$ cat src/rtl/csa_seq_pkg.sv
// Shared types and constants for the chunked carry-select add/subtract sequencer.
// Latency: n/a (declarations only).
// Backpressure: n/a (declarations only).
package csa_seq_pkg;

    typedef enum logic [1:0] {
        IDLE = 2'd0,
        RUN  = 2'd1,
        DONE = 2'd2
    } seq_state_t;

    localparam logic MODE_ADD = 1'b0;
    localparam logic MODE_SUB = 1'b1;

    // Chunk counter width; a single-chunk build still needs one bit.
    function automatic int cnt_width(input int n);
        if (n <= 1) begin
            return 1;
        end
        return $clog2(n);
    endfunction

endpackage

$ cat src/rtl/csa_slice.sv
// Combinational CHUNK_W-bit carry-select adder slice shared by every chunk.
// Latency: 0 cycles (purely combinational).
// Backpressure: none; the sequencer decides when the result is captured.
module csa_slice #(
    parameter int CHUNK_W = 8
) (
    input  logic [CHUNK_W-1:0] a,
    input  logic [CHUNK_W-1:0] b,
    input  logic               c_in,
    output logic [CHUNK_W-1:0] s,
    output logic               c_out,
    output logic               msb_c_in
);

    logic [CHUNK_W:0] sum_c0;
    logic [CHUNK_W:0] sum_c1;

    // Both carry hypotheses are formed up front; the late-arriving carry only drives the select.
    assign sum_c0 = {1'b0, a} + {1'b0, b};
    assign sum_c1 = {1'b0, a} + {1'b0, b} + {{CHUNK_W{1'b0}}, 1'b1};
    assign {c_out, s} = c_in ? sum_c1 : sum_c0;

    // Carry into the MSB is recovered from the MSB sum bit; used for signed overflow.
    assign msb_c_in = a[CHUNK_W-1] ^ b[CHUNK_W-1] ^ s[CHUNK_W-1];

endmodule

$ cat src/rtl/csa_chunk_sequencer.sv
// Multi-precision add/sub: one shared CHUNK_W slice walked LSB chunk first, carry held in a register.
// Latency: NUM_CHUNKS cycles from accept edge to out_valid; one op per NUM_CHUNKS+2 cycles.
// Backpressure: in_ready only in IDLE; result held in DONE until out_ready. Optional CSA_SEQ_OVF_EN adds ovf_out.
module csa_chunk_sequencer #(
    parameter  int CHUNK_W    = 8,
    parameter  int NUM_CHUNKS = 4,
    localparam int TOT_W      = CHUNK_W * NUM_CHUNKS
) (
    input  logic             clk,
    input  logic             rst_n,
    input  logic             in_valid,
    output logic             in_ready,
    input  logic [TOT_W-1:0] a_in,
    input  logic [TOT_W-1:0] b_in,
    input  logic             sub_in,
    output logic             out_valid,
    input  logic             out_ready,
    output logic [TOT_W-1:0] sum_out,
    output logic             carry_out
`ifdef CSA_SEQ_OVF_EN
    ,
    output logic             ovf_out
`endif
);

    import csa_seq_pkg::*;

    localparam int              CNT_W    = cnt_width(NUM_CHUNKS);
    localparam logic [CNT_W-1:0] LAST_CNT = CNT_W'(NUM_CHUNKS - 1);

    seq_state_t       state_q;
    seq_state_t       state_d;
    logic [TOT_W-1:0] a_q;
    logic [TOT_W-1:0] b_q;
    logic [TOT_W-1:0] sum_q;
    logic             carry_q;
    logic             cout_q;
    logic [CNT_W-1:0] cnt_q;
    logic             accept;
    logic             step;
    logic             last_chunk;
    logic [CHUNK_W-1:0] a_chunk;
    logic [CHUNK_W-1:0] b_chunk;
    logic [CHUNK_W-1:0] s_chunk;
    logic             c_chunk;
    logic             msb_c;

    assign last_chunk = (cnt_q == LAST_CNT);

    // State register.
    always_ff @(posedge clk or negedge rst_n) begin
        if (!rst_n) begin
            state_q <= IDLE;
        end else begin
            state_q <= state_d;
        end
    end

    // Next state and handshake outputs; in_ready depends only on state so it never follows out_ready combinationally.
    always_comb begin
        state_d   = state_q;
        in_ready  = 1'b0;
        out_valid = 1'b0;
        accept    = 1'b0;
        step      = 1'b0;
        case (state_q)
            IDLE: begin
                in_ready = 1'b1;
                if (in_valid) begin
                    accept  = 1'b1;
                    state_d = RUN;
                end
            end
            RUN: begin
                step = 1'b1;
                if (last_chunk) begin
                    state_d = DONE;
                end
            end
            DONE: begin
                out_valid = 1'b1;
                if (out_ready) begin
                    state_d = IDLE;
                end
            end
            default: begin
                state_d = IDLE;
            end
        endcase
    end

    // Select the operand chunks addressed by the counter.
    always_comb begin
        a_chunk = '0;
        b_chunk = '0;
        for (int k = 0; k < NUM_CHUNKS; k++) begin
            if (cnt_q == CNT_W'(k)) begin
                a_chunk = a_q[k*CHUNK_W +: CHUNK_W];
                b_chunk = b_q[k*CHUNK_W +: CHUNK_W];
            end
        end
    end

    csa_slice #(
        .CHUNK_W (CHUNK_W)
    ) u_slice (
        .a        (a_chunk),
        .b        (b_chunk),
        .c_in     (carry_q),
        .s        (s_chunk),
        .c_out    (c_chunk),
        .msb_c_in (msb_c)
    );

    // Operand capture; subtraction is A + ~B + 1, the +1 entering as the initial carry.
    always_ff @(posedge clk or negedge rst_n) begin
        if (!rst_n) begin
            a_q <= '0;
            b_q <= '0;
        end else if (accept) begin
            a_q <= a_in;
            b_q <= b_in ^ {TOT_W{sub_in == MODE_SUB}};
        end
    end

    // Inter-chunk carry and chunk counter; counter wrap after the last chunk is never observed.
    always_ff @(posedge clk or negedge rst_n) begin
        if (!rst_n) begin
            carry_q <= 1'b0;
            cnt_q   <= '0;
        end else if (accept) begin
            carry_q <= sub_in;
            cnt_q   <= '0;
        end else if (step) begin
            carry_q <= c_chunk;
            cnt_q   <= cnt_q + CNT_W'(1);
        end
    end

    // Result chunks land one per RUN cycle; final carry is captured with the last chunk.
    always_ff @(posedge clk or negedge rst_n) begin
        if (!rst_n) begin
            sum_q  <= '0;
            cout_q <= 1'b0;
        end else if (step) begin
            for (int k = 0; k < NUM_CHUNKS; k++) begin
                if (cnt_q == CNT_W'(k)) begin
                    sum_q[k*CHUNK_W +: CHUNK_W] <= s_chunk;
                end
            end
            if (last_chunk) begin
                cout_q <= c_chunk;
            end
        end
    end

    assign sum_out   = sum_q;
    assign carry_out = cout_q;

`ifdef CSA_SEQ_OVF_EN
    logic ovf_q;

    // Signed overflow: carry into the MSB differs from carry out of it on the top chunk.
    always_ff @(posedge clk or negedge rst_n) begin
        if (!rst_n) begin
            ovf_q <= 1'b0;
        end else if (step && last_chunk) begin
            ovf_q <= msb_c ^ c_chunk;
        end
    end

    assign ovf_out = ovf_q;
`else
    logic msb_c_unused;
    assign msb_c_unused = msb_c;
`endif

endmodule

$ cat config.mk
export PLATFORM = sky130hd
export DESIGN_NAME = csa_chunk_sequencer
export DESIGN_NICKNAME = d
export VERILOG_FILES = /design/src/rtl/csa_seq_pkg.sv /design/src/rtl/csa_slice.sv /design/src/rtl/csa_chunk_sequencer.sv
export SDC_FILE = /design/constraint.sdc
export NUM_CORES = 1
export LEC_CHECK = 0
export ABC_AREA = 0
export BUFFER_PORTS_ARGS = -buffer_cell sky130_fd_sc_hd__buf_4
export CORE_AREA = 2 2 109 85
export DETAILED_ROUTE_END_ITERATION = 7
export DIE_AREA = 0 0 111 87
export MAX_ROUTING_LAYER = met4
export PLACE_DENSITY = 0.84
export SLEW_MARGIN = 20
export SYNTH_ARGS = -nofsm -noshare
export SYNTH_HDL_FRONTEND = slang
export SYNTH_SLANG_ARGS = --single-unit
$ cat constraint.sdc
create_clock -name clk -period 8.9 [get_ports clk]
set_input_delay 1.78 -clock clk [delete_from_list [all_inputs] [get_ports clk]]
set_output_delay 1.78 -clock clk [all_outputs]
set_load 0.02 [all_outputs]
==> flow_summary_export.csv <==
group,metric,value,unit
status,status,"complete, no violations",
timing,slew_viol_final,0,
pwr,switching_share,45.0,%
synth,yosysTopAreaCell,"dfrtp_1",
setup_path,rrSetupSlack,4.50,ns
placement,dpl.hpwl,8.57,mm
timing,setup_tns,0,ns
routing,num_vias,4088,
synth,async_flop_share,100,%
synth,yosysWarnings,0,
global_routing,grt_max_degree,100,
pwr,clkPwrFrac,15.9,%
placement,io_buffers,103,
cts,cts_made_buffers,9,
cts,clk_latency,0.35,ns
routing,drt_iter0_drc,312,
cts,cts.sinks,102,
setup_path,crit_fanout,19,
setup_path,endpoint_kind,"register",
cts,cts_setup_buffers,0,
job,maxCapViolCount,0,
timing,finalSetupViolations,0,
finish,final_nets,729,
finish,drive_gt1_share,20.2,%
die,coreArea,8670,um2
pwr,comb_power_share,52.1,%
setup_path,r2r_start,"cnt_q[1]",
pwr,power.switching,1150,uW
synth,synth_top_area_share,51.5,%
pwr,p_total,2550,uW
finish,area_growth,22.5,%
timing,fin_crit_sh,49.4,%
pwr,p_leak,0.00295,uW
cts,cts_resized,0,
finish,antenna_cells,0,
cts,cts_tree,"done",
finish,final-seq-area,2550,um2
pwr,pwr-share-seq,32.0,%
cts,clk_pin_slew_worst_paths,0.07,ns
routing,wirelength,11.7,mm
timing,max_freq,0.227,GHz
cts,cts-root-buf,"clkbuf_16",
synth,postSynthAreaPerCell,8.81,um2
routing,viasPerCell,5.36,
synth,synth_edf_count,0,
global_routing,overflow,0,
synth,seq_area_frac_synth,51.5,%
setup_path,crit_path_end,"sum_out[22]",
synth,synthFlopType,"dfrtp_1",
timing,finalHoldViolCount,0,
synth,synthesis.nets,646,
synth,netlist_area,4960,um2
setup_path,startpoint,"cnt_q[1]",
synth,postSynthCellCount,563,
die,die_area,9660,um2
setup_path,rr_endpoint,"sum_out[22]",
global_routing,grt_pass1_wl,19.4,mm
global_routing,antenna_found_initial,0,
global_routing,track_usage,26.5,%
die,ioPinCount,104,
die,die_x,111,um
synth,yosysUniqueCellTypes,37,
setup_path,critPathKind,"register to register",
finish,nFillCells,668,
routing,drc,0,
global_routing,grt_pass1_vias,4016,
setup_path,required,9.11,ns
synth,yosys-top-cells-area,"dfrtp_1 (51%), nand2_1 (14%), o21ai_0 (8.5%), xnor2_1 (6.9%), ha_1 (3.3%)",
cts,ctsHoldBuffers,0,
timing,rsz0062_at_grt,"no",
setup_path,cp.arrival,4.61,ns
timing,fin_crit,4.40,ns
setup_path,reg2reg_depth,16,
pwr,intPower,1400,uW
timing,finClkSkew,0.00540,ns
routing,firstDrtPassIters,4,
timing,tightest_slew,1.06,ns
synth,synth-seq-cells,102,
pwr,peakVddDrop,0.338,mV
worst_hold_path,min_path_type,"register to register",
die,die_h,87,um
finish,multiInputGateArea,2260,um2
timing,slew_headroom,29.5,%
cts,htree_levels,3,
routing,ant_nets,0,
cts,clk_path_buf_depth,2,
pwr,cellPowerDensity,420,nW/um2
die,start_util,57.2,%
placement,gp_congestion,0.858,
setup_path,crit_path_start_kind,"register",
routing,wl_per_cell,15.3,um
die,rows,30,
-- cell families (layout without fill, tap and decap cells) --
kind of cell	after synthesis	count (layout)	synth area share (%)
buf+inv	39	126	2.98
compound gates	130	130	14.7
xor+xnor	44	44	8.07
flops	102	102	51.5
mux	1	1	0.202
fa+ha+maj	14	14	3.68
simple gates	233	233	18.9
-- critical path: stages (launching register included) --
cell	delay, ns
dfrtp_1	0.42
inv_1	0.12
ha_1	0.59
nor2b_1	0.40
a22oi_1	0.25
nor2_1	0.07
a21oi_1	0.17
o21ai_0	0.11
ha_1	0.30
fa_1	0.54
ha_1	0.15
nand2_1	0.06
or2_2	0.31
nand3b_1	0.20
nor2_1	0.17
xor2_1	0.27
o21ai_0	0.13
-- through the flow --
| step | worst slack (ns) | area, um2 | instances | hold WS, ns | util (%) |
|---|---|---|---|---|---|
| floorplan | 5.25 | 4960 | 563 | 0.446 | - |
| global placement | 4.88 | 5760 | 747 | 0.461 | 66.5 |
| detailed placement | 4.62 | 5760 | 747 | 0.467 | 66.5 |
| CTS | 4.54 | 6070 | 762 | 0.483 | 70.0 |
| global route | 4.06 | 6070 | 762 | 0.505 | 70.1 |
| finish | 4.50 | 6070 | 762 | 0.478 | 70.1 |
-- final cells by class --
cell class              instances  share of cell area [%]
multi-input cells             422                    37.2
flip-flops and latches        102                    42.0
well taps                     112                    2.31
repair buffers                105                    13.0
clock buffers                  13                    4.45
clock inverters                 2                   0.639
inverters                       6                   0.371
-- sequential cells by signal, indices dropped and copies added, names as in the netlist --
register   cells
carry_out      1
cnt_q          2
state_q        2
b_q           32
a_q           32
carry_q        1
sum_out       32
-- how the worst min path moves through the flow --
stage / start / to / slack (ns) / depth (start not counted)
CTS: a_q[23] / a_q[23] / 0.48 / 2
finish: b_q[2] / b_q[2] / 0.48 / 2
global route: a_q[2] / a_q[2] / 0.51 / 2
detailed placement: a_q[23] / a_q[23] / 0.47 / 2
global placement: b_q[31] / b_q[31] / 0.46 / 2
floorplan: a_q[31] / a_q[31] / 0.45 / 2
-- cell usage in the layout (no fill, tap or decap), drive strengths merged, types with 7 or more instances in the layout --
| cell | n |
|---|---|
| nand2 | 189 |
| buf | 105 |
| dfrtp | 102 |
| o21ai | 86 |
| xnor2 | 41 |
| nor2 | 22 |
| a21oi | 21 |
| a22oi | 15 |
| ha | 13 |
| clkbuf | 13 |
| nand3 | 7 |
| inv | 7 |
-- cells in the mapped netlist, types with 2 or more instances --
cell type / count
o21ai_0: 84
nand2_1: 189
xnor2_2: 2
clkbuf_1: 31
nand3_1: 7
nand2b_1: 3
a22oi_1: 15
nor3_1: 2
xor2_1: 3
nor2b_1: 3
xnor2_1: 39
dfrtp_1: 102
o21ai_1: 2
ha_1: 13
a21oi_1: 20
inv_1: 6
nor2_1: 22
-- routing by layer --
layer | vias to the layer above | global-route usage, % | share of wire, %
li1 | 2018 | - | -
met3 | 17 | 6.19 | 6.8
met2 | 144 | 42.0 | 46
met5 | - | - | 0
met1 | 1909 | 34.7 | 46
met4 | 0 | 7.84 | 1.2
-- power by group through the flow --
stage	combinational [uW]	sequential (uW)	clock, uW
detailed placement	1310	820	0
global placement	1270	813	0
global route	1480	839	426
floorplan	869	853	0
CTS	1320	816	410
finish	1330	816	407
Note: power is estimated with default switching activity, not from simulation.
